File: config.mk
export PLATFORM = sky130hd
export DESIGN_NAME = mem_xfer_ctrl
export DESIGN_NICKNAME = d
export VERILOG_FILES = /design/src/rtl/mem_xfer_ctrl.sv
export SDC_FILE = /design/constraint.sdc
export NUM_CORES = 1
export LEC_CHECK = 0
export BUFFER_PORTS_ARGS = -buffer_cell sky130_fd_sc_hd__buf_2
export CORE_MARGIN = 4
export CORE_UTILIZATION = 55
export DETAILED_ROUTE_END_ITERATION = 12
export PLACE_DENSITY = 0.79
export SLEW_MARGIN = 10
export SYNTH_ARGS = -nofsm -noshare
export SYNTH_HDL_FRONTEND = slang
export SYNTH_SLANG_ARGS = --single-unit
File: constraint.sdc
create_clock -name clk -period 5.4 [get_ports clk]
set_input_delay 0.54 -clock clk [delete_from_list [all_inputs] [get_ports clk]]
set_output_delay 0.54 -clock clk [all_outputs]
set_load 0.05 [all_outputs]
File: src/rtl/mem_xfer_ctrl.sv
// Moves word blocks between external memory and a local buffer: pipelined reads (up to MAX_OUTST
// in flight) for loads, serial read-capture-write per word for saves; requests hold until mem_gnt.
module mem_xfer_ctrl #(
  parameter int MAX_OUTST = 4
) (
  input  logic        clk,
  input  logic        rst,
  input  logic        start_load,
  input  logic        start_save,
  input  logic        abort,
  input  logic [31:0] load_mem_addr,
  input  logic [31:0] load_words,
  input  logic [15:0] load_buf_addr,
  input  logic [31:0] save_mem_addr,
  input  logic [31:0] save_words,
  input  logic [15:0] save_buf_addr,
  output logic        mem_req,
  output logic        mem_we,
  output logic [31:0] mem_addr,
  output logic [15:0] mem_wdata,
  input  logic        mem_gnt,
  input  logic        mem_rvalid,
  input  logic [15:0] mem_rdata,
  output logic        buf_wr_en,
  output logic        buf_rd_en,
  output logic [15:0] buf_addr,
  output logic [15:0] buf_wdata,
  input  logic [15:0] buf_rdata,
  output logic        busy,
  output logic        buffer_loaded,
  output logic        buffer_saved
);

  typedef enum logic [2:0] {IDLE, LOAD, SAVE_RD, SAVE_CAP, SAVE_WR, DRAIN} state_t;
  localparam logic [3:0] OUTST_MAX = 4'(MAX_OUTST);

  state_t      state;
  logic [31:0] base_mem, count, issued, idx;
  logic [15:0] base_buf;
  logic [3:0]  outst;
  logic        rd_gnt, rd_ret;
  logic [31:0] issued_n, idx_n;
  logic [3:0]  outst_n;

  // idx counts returned reads during a load and completed words during a save
  assign rd_gnt   = mem_req & mem_gnt & ~mem_we;
  assign rd_ret   = mem_rvalid & ((outst != 4'd0) | rd_gnt);
  assign issued_n = issued + {31'd0, rd_gnt};
  assign outst_n  = outst + {3'd0, rd_gnt} - {3'd0, rd_ret};
  assign idx_n    = idx + 32'd1;
  assign busy     = (state != IDLE);

  always_ff @(posedge clk) begin
    if (!rst) begin
      state         <= IDLE;
      base_mem      <= '0;
      base_buf      <= '0;
      count         <= '0;
      issued        <= '0;
      idx           <= '0;
      outst         <= '0;
      mem_req       <= 1'b0;
      mem_we        <= 1'b0;
      mem_addr      <= '0;
      mem_wdata     <= '0;
      buf_wr_en     <= 1'b0;
      buf_rd_en     <= 1'b0;
      buf_addr      <= '0;
      buf_wdata     <= '0;
      buffer_loaded <= 1'b0;
      buffer_saved  <= 1'b0;
    end else begin
      outst     <= outst_n;
      issued    <= issued_n;
      buf_wr_en <= 1'b0;
      if (abort && state != IDLE && state != DRAIN) begin
        // a read granted on this edge is already in outst_n, so the drain waits for it
        state     <= DRAIN;
        mem_req   <= 1'b0;
        mem_we    <= 1'b0;
        buf_rd_en <= 1'b0;
      end else begin
        case (state)
          IDLE: begin
            if (start_load) begin
              buffer_loaded <= (load_words == 32'd0);
              buffer_saved  <= 1'b0;
              base_mem      <= load_mem_addr;
              base_buf      <= load_buf_addr;
              count         <= load_words;
              issued        <= '0;
              idx           <= '0;
              if (load_words != 32'd0) begin
                state    <= LOAD;
                mem_req  <= 1'b1;
                mem_we   <= 1'b0;
                mem_addr <= load_mem_addr;
              end
            end else if (start_save) begin
              buffer_loaded <= 1'b0;
              buffer_saved  <= (save_words == 32'd0);
              base_mem      <= save_mem_addr;
              base_buf      <= save_buf_addr;
              count         <= save_words;
              idx           <= '0;
              if (save_words != 32'd0) begin
                state     <= SAVE_RD;
                buf_rd_en <= 1'b1;
                buf_addr  <= save_buf_addr;
              end
            end
          end
          LOAD: begin
            mem_req  <= (issued_n < count) && (outst_n < OUTST_MAX);
            mem_addr <= base_mem + issued_n;
            if (mem_rvalid) begin
              buf_wr_en <= 1'b1;
              buf_wdata <= mem_rdata;
              buf_addr  <= base_buf + idx[15:0];
              idx       <= idx_n;
            end else if (buf_wr_en && idx == count) begin
              state         <= IDLE;
              buffer_loaded <= 1'b1;
            end
          end
          SAVE_RD: begin
            buf_rd_en <= 1'b0;
            state     <= SAVE_CAP;
          end
          SAVE_CAP: begin
            mem_wdata <= buf_rdata;
            mem_req   <= 1'b1;
            mem_we    <= 1'b1;
            mem_addr  <= base_mem + idx;
            state     <= SAVE_WR;
          end
          SAVE_WR: begin
            if (mem_gnt) begin
              mem_req <= 1'b0;
              mem_we  <= 1'b0;
              idx     <= idx_n;
              if (idx_n < count) begin
                state     <= SAVE_RD;
                buf_rd_en <= 1'b1;
                buf_addr  <= base_buf + idx_n[15:0];
              end else begin
                state        <= IDLE;
                buffer_saved <= 1'b1;
              end
            end
          end
          DRAIN: begin
            if (outst_n == 4'd0) state <= IDLE;
          end
          default: state <= IDLE;
        endcase
      end
    end
  end

endmodule

==> results by stage, run 1 <==
Worst setup path:
- The kind of start point of the critical path is a flip-flop.
- The delay of the slowest cell on the worst path is 0.52 ns.
- STA classifies the critical path endpoint as a flip-flop.
- The critical path goes through nand2_1 -> nor2_1 -> ha_1 -> ha_1 -> and3_1 -> and3_1 -> and2_1 -> and4_1 -> xnor2_1 -> a21oi_1 -> ha_1 -> and2_1 -> or4_1 -> o211ai_1 -> nor3_1 -> a2111oi_4 -> o211a_1 -> o21ai_0 -> a41o_1.
- The critical setup path kind is flip-flop to flip-flop.
- For the worst setup path, the data required time is 5.83 ns.
- The data arrival at the endpoint of the critical path is 5.38 ns.
- Among all stages on the critical path, the largest delay is contributed by sky130_fd_sc_hd__or4_1.
- Grouping stages by cell kind, the critical path spends the most delay in simple AND/OR/NAND/NOR gates.
- The maximum fanout along the worst path is 5.
- The count of buffering cells on the critical path with inverters included is 0.
- The most used cell along the critical path is sky130_fd_sc_hd__ha_1.

Logic synthesis:
- The share of synthesized registers carrying an async set or reset is 0%.
- The number of warnings printed during yosys synthesis is 0.
- The post-synth design cell area is 15,710 um2.
- The number of flops mapped to enable cells by yosys is 0.
- By area the synthesized netlist is led by sky130_fd_sc_hd__dfxtp_1, sky130_fd_sc_hd__ha_1, sky130_fd_sc_hd__nor2_1, sky130_fd_sc_hd__mux2i_1, sky130_fd_sc_hd__nand2_1.
- The number of synthesized register bits is 237.
- Counting distinct cell types in the post-synthesis netlist gives 62.
- Among all flip-flop cells after synthesis, the most frequent one is sky130_fd_sc_hd__dfxtp_1.
- The largest area contributor in the netlist is sky130_fd_sc_hd__dfxtp_1.
- After technology mapping, the gate count stands at 2,007.
- Dividing the synthesized area by the synthesized cell count gives 7.830 um2.
- The proportion of synthesized chip area in sequential cells is 30.19%.
- After synthesis, the largest area contributor takes up 30.19% of total cell area.
- Counting instances in the post-synthesis netlist gives the leading cell types as sky130_fd_sc_hd__nor2_1, sky130_fd_sc_hd__dfxtp_1, sky130_fd_sc_hd__nand2_1.
- The synthesized net count is 2,326.
- The most frequent cell after synthesis is sky130_fd_sc_hd__nor2_1.

Place:
- The HPWL reported at the end of detailed placement is 37,050 um.
- The congestion estimate from routability-driven global placement came to 0.9642.
- The quantity of I/O buffers inserted on ports is 285.

GRT:
- The first-pass GRT wire length is 76,860 um.
- The global route total overflow is 0.
- The maximum number of pins on one net before global-route repair is 94.
- For this run, the total global-route usage over all layers was measured as 29.85%.
- The via count of the first global-routing pass is 14.98k.
- The initial antenna violation count came to 2.

STA:
- Setup repair after global routing left no endpoint under its margin.
- The final setup skew is 0.01939 ns.
- Setup violations remaining at the end of the flow were counted as 0.
- The setup TNS is 0 ns.
- The final critical path takes up 91.65% of the cycle.
- The worst-case headroom to the max-slew limit is 26.96%.
- The count of pins over their slew limit was 0.
- The clock period could shrink to 4.949 ns.
- The final count of hold timing violations is 0.
- The slew at the pin closest to its max-slew limit is 1.096 ns.
- The peak clock frequency supported by timing is 0.2021 GHz.

Clocking:
- The clock tree buffer depth is 3.
- The number of sinks driven by the clock tree is 237.
- The number of buffers created by CTS is 27.
- After clock tree synthesis, the flow added hold-fix buffers numbering 0.
- In this run the number of H-tree levels came out at 1.
- After clock tree synthesis, the clock-pin slew on the worst setup and hold paths is 0.06 ns.
- The CTS root buffer is sky130_fd_sc_hd__clkbuf_16.
- The post-CTS repair timing setup buffer count is 0.
- After clock tree synthesis, the repair step resized 0 gates.
- The clock reaches the later pin of the worst-skew pair after 0.55 ns.
- The CTS tree is done.

Floorplanning:
- The area of the die is 31,340 um2.
- The count of pins on the block boundary is 286.
- The vertical extent of the die is 177.0 um.
- The total number of placement rows is 61.
- The starting density of the core is 56.10%.
- The die is 177.0 um wide.
- The placeable core area is 28,010 um2.

Pwr:
- The power density of the placed cells is 476.6 nW/um2.
- The reported leakage power is 8.753 nW.
- Across the VDD grid, the largest voltage drop is 0.3810 mV.

Finish:
- Fill cells in the final layout number 2,415.
- The area growth from synthesis to final layout is 15.92%.
- Cells with a size suffix above 1 make up 16.47% of the layout.
- The final cell utilization of the core is 65.03%.
- The number of nets in the layout is 2,541.

Run:
- Max-cap violations in this run came to 0.

Drt:
- After detailed routing, the number of remaining DRC violations is 0.
- The first-pass detailed-route iteration total is 5.
- Dividing the detail-routed via count by the number of cells gives 5.965.
- The detailed-route wire length is 48,790 um.
- The residual antenna-violating net count after detailed routing is 0.
- The total vias in the final route is 15.62k.
- The wire length per cell is 18.63 um.
- For this block, the initial DRC count from the detailed router was 1,214.

Min path:
- The path type of the worst min-delay path is primary input to flip-flop.

Run status:
- The run finished with clean final reports.
==> report_power, final <==
group / leakage, nW / internal, mW / switching (mW)
Clock: 0.420 / 1.08 / 0.753
Sequential: 1.94 / 2.22 / 0.359
Combinational: 6.39 / 1.34 / 2.93
==> path summary, 6_finish.rpt <==
check	startpoint	endpoint	slack, ns	depth (start not counted)
worst max-delay path	mem_req$_SDFFE_PP0P_	mem_addr[31]$_SDFFE_PN0P_	0.45	19
worst min-delay path	mem_rdata[12]	buf_wdata[12]$_SDFFE_PN0P_	0.23	3
worst max register to register	mem_req$_SDFFE_PP0P_	mem_addr[31]$_SDFFE_PN0P_	0.45	19
worst min register to register	buf_wdata[10]$_SDFFE_PN0P_	buf_wdata[10]$_SDFFE_PN0P_	0.45	2
==> layer usage <==
layer	global-route usage (%)	share of wire, %	vias up
li1	-	-	7580
met1	39.51	42	7242
met2	48.36	45	663
met3	4.871	8.0	133
met4	12.83	5.1	4
met5	0	0.051	-
==> cell families after synthesis <==
kind of cell / after synthesis / share of synthesized area, %
and+or+nand+nor: 719 / 21.06
AOI/OAI and AO/OA: 498 / 20.68
adders and majority gates: 120 / 9.698
buffers and inverters: 208 / 5.096
DFF: 237 / 30.19
muxes: 90 / 5.749
xor gates and xnor gates: 135 / 7.524
==> layout by cell type (no fill, tap or decap), types with 5 or more instances in the layout <==
master                      instances
sky130_fd_sc_hd__o21ai_0           69
sky130_fd_sc_hd__nor4_1            21
sky130_fd_sc_hd__inv_1             86
sky130_fd_sc_hd__a41oi_1            5
sky130_fd_sc_hd__buf_2            284
sky130_fd_sc_hd__nand3_1           50
sky130_fd_sc_hd__or3_1              7
sky130_fd_sc_hd__a211oi_1          99
sky130_fd_sc_hd__and2_1             6
sky130_fd_sc_hd__o31ai_1            6
sky130_fd_sc_hd__a22oi_1           18
sky130_fd_sc_hd__nand4_1           36
sky130_fd_sc_hd__xnor2_1           86
sky130_fd_sc_hd__a211o_1            7
sky130_fd_sc_hd__dfxtp_1          237
sky130_fd_sc_hd__o21bai_1           9
sky130_fd_sc_hd__or2_2              5
sky130_fd_sc_hd__nor3_1            32
sky130_fd_sc_hd__buf_4             23
sky130_fd_sc_hd__xor2_1            49
sky130_fd_sc_hd__and4_1            15
sky130_fd_sc_hd__clkbuf_8           5
sky130_fd_sc_hd__nand3b_1           7
sky130_fd_sc_hd__mux2i_1           88
sky130_fd_sc_hd__ha_1             117
sky130_fd_sc_hd__a21oi_1          147
sky130_fd_sc_hd__nor2b_1           11
sky130_fd_sc_hd__nor2_1           264
sky130_fd_sc_hd__a311oi_1          16
sky130_fd_sc_hd__nand2b_1           9
sky130_fd_sc_hd__a21o_1            57
sky130_fd_sc_hd__o21a_1             9
sky130_fd_sc_hd__or4_1              5
sky130_fd_sc_hd__nand2_1          204
sky130_fd_sc_hd__o211ai_1          12
sky130_fd_sc_hd__a31oi_1           21
sky130_fd_sc_hd__and3_1            30
sky130_fd_sc_hd__clkbuf_1           6
sky130_fd_sc_hd__clkbuf_16         27
==> worst reg2reg max path, cell delays in order (launching register included) <==
cell and delay, ns:
sky130_fd_sc_hd__dfxtp_1 0.34, sky130_fd_sc_hd__nand2_1 0.06, sky130_fd_sc_hd__nor2_1 0.23, sky130_fd_sc_hd__ha_1 0.29
sky130_fd_sc_hd__ha_1 0.26, sky130_fd_sc_hd__and3_1 0.26, sky130_fd_sc_hd__and3_1 0.24, sky130_fd_sc_hd__and2_1 0.17
sky130_fd_sc_hd__and4_1 0.21, sky130_fd_sc_hd__xnor2_1 0.18, sky130_fd_sc_hd__a21oi_1 0.12, sky130_fd_sc_hd__ha_1 0.34
sky130_fd_sc_hd__and2_1 0.19, sky130_fd_sc_hd__or4_1 0.52, sky130_fd_sc_hd__o211ai_1 0.27, sky130_fd_sc_hd__nor3_1 0.14
sky130_fd_sc_hd__a2111oi_4 0.50, sky130_fd_sc_hd__o211a_1 0.19, sky130_fd_sc_hd__o21ai_0 0.09, sky130_fd_sc_hd__a41o_1 0.25
==> cell type report <==
| type | count | area, um2 | share of cell area, % |
|---|---|---|---|
| diodes | 1 | 2.502 | 0.01374 |
| clock buffers | 38 | 767.0 | 4.211 |
| clock inverters | 9 | 102.6 | 0.5633 |
| inverters | 87 | 329.1 | 1.807 |
| multi-input cells | 1562 | 10200 | 56.01 |
| flip-flops and latches | 237 | 4745 | 26.05 |
| well taps | 378 | 473.0 | 2.597 |
| repair buffers | 307 | 1594 | 8.751 |
==> flip-flops by register name, summed over array words and instances, names as in the netlist, 3 cells and up <==
signal	cells
base_mem	32
count	32
idx	32
issued	32
mem_addr	32
base_buf	16
buf_addr	16
buf_wdata	16
mem_wdata	16
outst	4
state	3
==> per-stage QoR <==
step / setup slack, ns / cells / hold slack (ns) / total power, mW / instance area (um2)
after floorplan: 0.8680 / 2007 / 0.4823 / 5.670 / 15710
after global placement: 0.3141 / 2571 / 0.4386 / 6.705 / 17340
after detailed placement: 0.2060 / 2571 / 0.4433 / 6.815 / 17340
after CTS: 0.5404 / 2618 / 0.2240 / 8.650 / 18210
after global routing: 0.2505 / 2618 / 0.2324 / 9.223 / 18210
final: 0.4510 / 2619 / 0.2303 / 8.680 / 18220
(Power assumes the default switching activity.)
==> run 2: changes to the inputs <==
Settings changed: ABC_AREA from default to 1, CAP_MARGIN from default to 40, PLACE_DENSITY 0.79 to 0.78, SLEW_MARGIN 10 to default.
==> run 2 against run 1 <==
Against the previous run: critical endpoint is now mem_addr[20]$_SDFFE_PN0P_; maximum frequency up 9.2%; die area grew 5.1%; total power fell by 0.85%; hold slack got worse by 0.029 ns; combinational power decreased by 6.3%; clock power up 9%; sequential cell count unchanged; register-to-register slack improved by 0.42 ns; highest routed layer is now met4; via count increased by 17%; setup slack improved by 0.42 ns.
==> results by stage, run 2 <==
Drt:
- The detailed-route wire length was 58,000 um (+19%).
- The first-pass detailed-route iteration total was 5 (unchanged).
- The total vias in the final route is 18.32k (+17%).
- The vias per cell is 5.675 (-4.9%).
- The number of remaining DRC errors was 0 (unchanged).
- The residual antenna-violating net count after detailed routing is 0 (unchanged).
- The number of DRC markers after the initial detailed-route iteration is 1,372 (+13%).
- The wire length per cell is 17.97 um (-3.6%).

Finish:
- The final antenna diode count was 0 (-1).
- The finished layout cell area was 19,040 um2 (+4.5%).
- The combined area of the multi-input logic cells was 10,260 um2 (+0.56%).
- The area growth from synthesis to final layout is 14.94%.
- The most frequent standard cell in the layout excluding fill and tap cells is sky130_fd_sc_hd__nand2_1.
- The share of post-route cells with drive strength above 1 is 14.52% (-2.0 points).
- The number of nets in the layout is 3,135 (+23%).
- The total of fill cells in the finished design was 2,830 (+17%).
- The non-filler instance count after layout came to 3,228 (+23%).
- The total area of sequential cells was 4745 um2 (unchanged).
- Leaving out fill and tap cells, the most frequent cells in the layout are sky130_fd_sc_hd__nand2_1, sky130_fd_sc_hd__nor2_1, sky130_fd_sc_hd__buf_2.
- The final cell utilization of the core is 64.23% (-0.80 points).

Place:
- The quantity of I/O buffers inserted on ports is 285 (unchanged).
- The final weighted congestion in routability-driven placement came to 0.9906 (+2.7%).
- The HPWL reported at the end of detailed placement is 45,070 um (+22%).
- The cell area reported after detailed placement is 18,070 um2 (+4.2%).
- The worst slack at placement is 0.6826 ns (+0.4766 ns).
- The instance count after placement with tap cells included is 3,175 (+23%).

Floorplanning:
- The count of pins on the block boundary is 286 (unchanged).
- The placeable core area is 29,640 um2 (+5.8%).
- The starting density of the core came to 55.88% (-0.22 points).
- The die outline width is 181.5 um (+2.5%).
- The area of the die is 32,950 um2 (+5.1%).
- The total number of placement rows was 63 (+3.3%).
- The vertical extent of the die is 181.5 um (+2.5%).

Run:
- The number of violations of the max-capacitance limit is 0 (unchanged).

Logic synthesis:
- The largest area contributor in the netlist is sky130_fd_sc_hd__dfxtp_1.
- The number of flops mapped to enable cells by yosys came to 0 (unchanged).
- The commonest cells after synthesis are sky130_fd_sc_hd__nand2_1, sky130_fd_sc_hd__nor2_1, sky130_fd_sc_hd__inv_1.
- The top cell type's share of synthesized area is 28.65% (-1.5 points).
- The mean post-synth cell area is 6.358 um2 (-19%).
- The post-synth design cell area is 16,560 um2 (+5.4%).
- The synthesized net count came to 2,924 (+26%).
- The proportion of synthesized chip area in sequential cells is 28.65% (-1.5 points).
- In the post-synthesis netlist, the cell with the most instances is sky130_fd_sc_hd__nand2_1.
- The share of synthesized registers carrying an async set or reset came to 0% (unchanged).
- Among all flip-flop cells after synthesis, the most frequent one is sky130_fd_sc_hd__dfxtp_1.
- The number of warnings printed during yosys synthesis came to 0 (unchanged).
- The count of cell types in the netlist is 51 (-18%).
- The number of instances in the synthesized netlist is 2,605 (+30%).
- In the post-synthesis netlist, the biggest area contributors are sky130_fd_sc_hd__dfxtp_1, sky130_fd_sc_hd__nand2_1, sky130_fd_sc_hd__ha_1, sky130_fd_sc_hd__nor2_1, sky130_fd_sc_hd__a21oi_1.
- The number of synthesized register bits is 237 (unchanged).

Worst setup path:
- The worst endpoint required time came to 5.82 ns (about the same).
- The destination of the worst register-to-register timing path is mem_addr[20]$_SDFFE_PN0P_.
- Grouping stages by cell kind, the critical path spends the most delay in simple AND/OR/NAND/NOR gates.
- The kind of start point of the critical path is a flip-flop.
- The worst reg-to-reg setup slack was 0.87 ns (+0.42 ns).
- STA classifies the critical path endpoint as a flip-flop.
- The delay of the slowest cell on the worst path is 0.41 ns (-0.11 ns).
- The data arrival at the endpoint of the critical path is 4.95 ns (-0.43 ns).
- The startpoint identified for the worst register-to-register timing path is mem_req$_SDFFE_PP0P_.
- The count of buffering cells on the critical path with inverters included is 4 (+4).
- The depth of the worst register-to-register path is 24 (+5).
- Traced cell by cell, the critical path runs through inv_1 -> nor3_1 -> ha_1 -> ha_1 -> nand2_1 -> inv_2 -> nand2_2 -> nor2_2 -> nand4_2 -> nor3_1 -> nor2_1 -> inv_1 -> nand2_1 -> o21ai_0 -> ha_1 -> nand2_1 -> nor2_1 -> inv_1 -> nor2_1 -> nand4_1 -> nand4_1 -> nand3_1 -> o211ai_1 -> a21oi_1.
- The cell with the largest stage delay on the worst path is sky130_fd_sc_hd__nor3_1.
- The maximum fanout along the worst path is 5 (unchanged).
- The critical setup path kind is flip-flop to flip-flop.

STA:
- The final count of hold timing violations came to 0 (unchanged).
- The final setup skew was 0.01224 ns (-0.007143 ns).
- The post-route worst hold slack was 0.2010 ns (-0.02926 ns).
- The final critical delay including setup and external delays is 4.531 ns (-0.4180 ns).
- Setup repair after global routing left no endpoint under its margin.
- The count of pins over their slew limit came to 0 (unchanged).
- The slew at the pin closest to its max-slew limit is 0.8165 ns (-0.2791 ns).
- The minimum setup slack in the final design is 0.8690 ns (+0.4180 ns).
- The final count of negative-setup-slack endpoints was 0 (unchanged).
- The setup TNS is 0 ns (unchanged).
- The final period utilization is 83.91% (-7.7 points).
- The worst-case headroom to the max-slew limit is 45.57% (+19 points).
- The peak clock frequency supported by timing was 0.2207 GHz (+9.2%).

Clocking:
- The hold buffer count at CTS is 0 (unchanged).
- The clock transition at the register clock pins on the worst setup and hold paths after CTS was 0.06 ns (about the same).
- The number of buffers created by CTS is 28 (+3.7%).
- The clock tree buffer depth is 3 (unchanged).
- The number of sinks driven by the clock tree came to 237 (unchanged).
- TritonCTS built the clock tree.
- In this run the clock root is driven by a sky130_fd_sc_hd__clkbuf_16.
- The post-cts sizing count is 0 (unchanged).
- The post-CTS repair timing setup buffer count is 0 (unchanged).
- The maximum level of the CTS H-tree is 1 (unchanged).
- The clock insertion delay at the later pin of the skew report came to 0.56 ns (about the same).

Pwr:
- The power density of the placed cells is 452.1 nW/um2 (-5.1%).
- The total power of the final layout was 8.607 mW (-0.85%).
- The worst-case vdd ir drop is 0.4711 mV (+24%).
- The reported leakage power is 9.201 nW (+5.1%).

GRT:
- The via count of the first global-routing pass is 17.23k (+15%).
- The first-pass GRT wire length is 91,140 um (+19%).
- The global route total overflow came to 0 (unchanged).
- The maximum number of pins on one net before global-route repair is 98 (+4.3%).
- The global router's overall resource usage is 33.66% (+3.8 points).
- The initial antenna violation count is 0 (-2).

Min path:
- The path with the worst hold slack has its endpoint at mem_wdata[12]$_SDFFE_PN0P_.
- The cell depth of the worst min-delay path is 3 (unchanged).
- The path type of the worst min-delay path is primary input to flip-flop.
- The startpoint of the lowest-slack hold path is buf_rdata[12].

Run status:
- The run finished with clean final reports.
-- run 2: cells by family after synthesis --
family	Yosys count	synth area share, %
flip-flops	237	28.65
AND/OR/NAND/NOR	1235	31.56
adder cells (fa/ha/maj)	120	9.201
AO/OA/AOI/OAI	550	17.60
buffers and inverters	396	9.451
XOR/XNOR	67	3.543
-- run 2: where the power goes --
group          internal [mW]  total [mW]  switching, mW
logic                   1.10        4.00           2.89
registers               2.22        2.62          0.397
clock network           1.17        1.99          0.824
-- run 2: worst reg2reg max path: stages, from the launching register on --
cell and delay (ns):
sky130_fd_sc_hd__dfxtp_1 0.35, sky130_fd_sc_hd__inv_1 0.06, sky130_fd_sc_hd__nor3_1 0.41, sky130_fd_sc_hd__ha_1 0.27
sky130_fd_sc_hd__ha_1 0.23, sky130_fd_sc_hd__nand2_1 0.08, sky130_fd_sc_hd__inv_2 0.09, sky130_fd_sc_hd__nand2_2 0.07
sky130_fd_sc_hd__nor2_2 0.16, sky130_fd_sc_hd__nand4_2 0.13, sky130_fd_sc_hd__nor3_1 0.29, sky130_fd_sc_hd__nor2_1 0.08
sky130_fd_sc_hd__inv_1 0.06, sky130_fd_sc_hd__nand2_1 0.08, sky130_fd_sc_hd__o21ai_0 0.40, sky130_fd_sc_hd__ha_1 0.29
sky130_fd_sc_hd__nand2_1 0.14, sky130_fd_sc_hd__nor2_1 0.16, sky130_fd_sc_hd__inv_1 0.08, sky130_fd_sc_hd__nor2_1 0.28
sky130_fd_sc_hd__nand4_1 0.23, sky130_fd_sc_hd__nand4_1 0.16, sky130_fd_sc_hd__nand3_1 0.09, sky130_fd_sc_hd__o211ai_1 0.11
sky130_fd_sc_hd__a21oi_1 0.08
-- run 2: metal layers --
layer	up-vias	wire length, um	global-route usage, %
li1	8961	-	-
met1	8430	25700	46.71
met2	804	25510	54.08
met3	124	4871	5.469
met4	0	1914	10.12
met5	-	0	0
-- run 2: how the worst max path moves through the flow --
| stage | start | to | slack [ns] | cells past startpoint |
|---|---|---|---|---|
| floorplan | mem_req$_SDFFE_PP0P_ | mem_addr[31]$_SDFFE_PN0P_ | 1.53 | 31 |
| global placement | mem_gnt | mem_addr[20]$_SDFFE_PN0P_ | 0.71 | 25 |
| detailed placement | mem_gnt | mem_addr[20]$_SDFFE_PN0P_ | 0.68 | 25 |
| CTS | mem_req$_SDFFE_PP0P_ | mem_addr[20]$_SDFFE_PN0P_ | 0.94 | 24 |
| global route | mem_req$_SDFFE_PP0P_ | mem_addr[27]$_SDFFE_PN0P_ | 0.38 | 27 |
| finish | mem_req$_SDFFE_PP0P_ | mem_addr[20]$_SDFFE_PN0P_ | 0.87 | 24 |
-- run 2: final cells by class --
class	count	area share, %
Clock buffer	33	3.832
Clock inverter	19	1.236
Inverter	278	5.495
Multi-Input combinational cell	1972	53.89
Sequential cell	237	24.92
Tap cell	390	2.563
Timing Repair Buffer	299	8.058
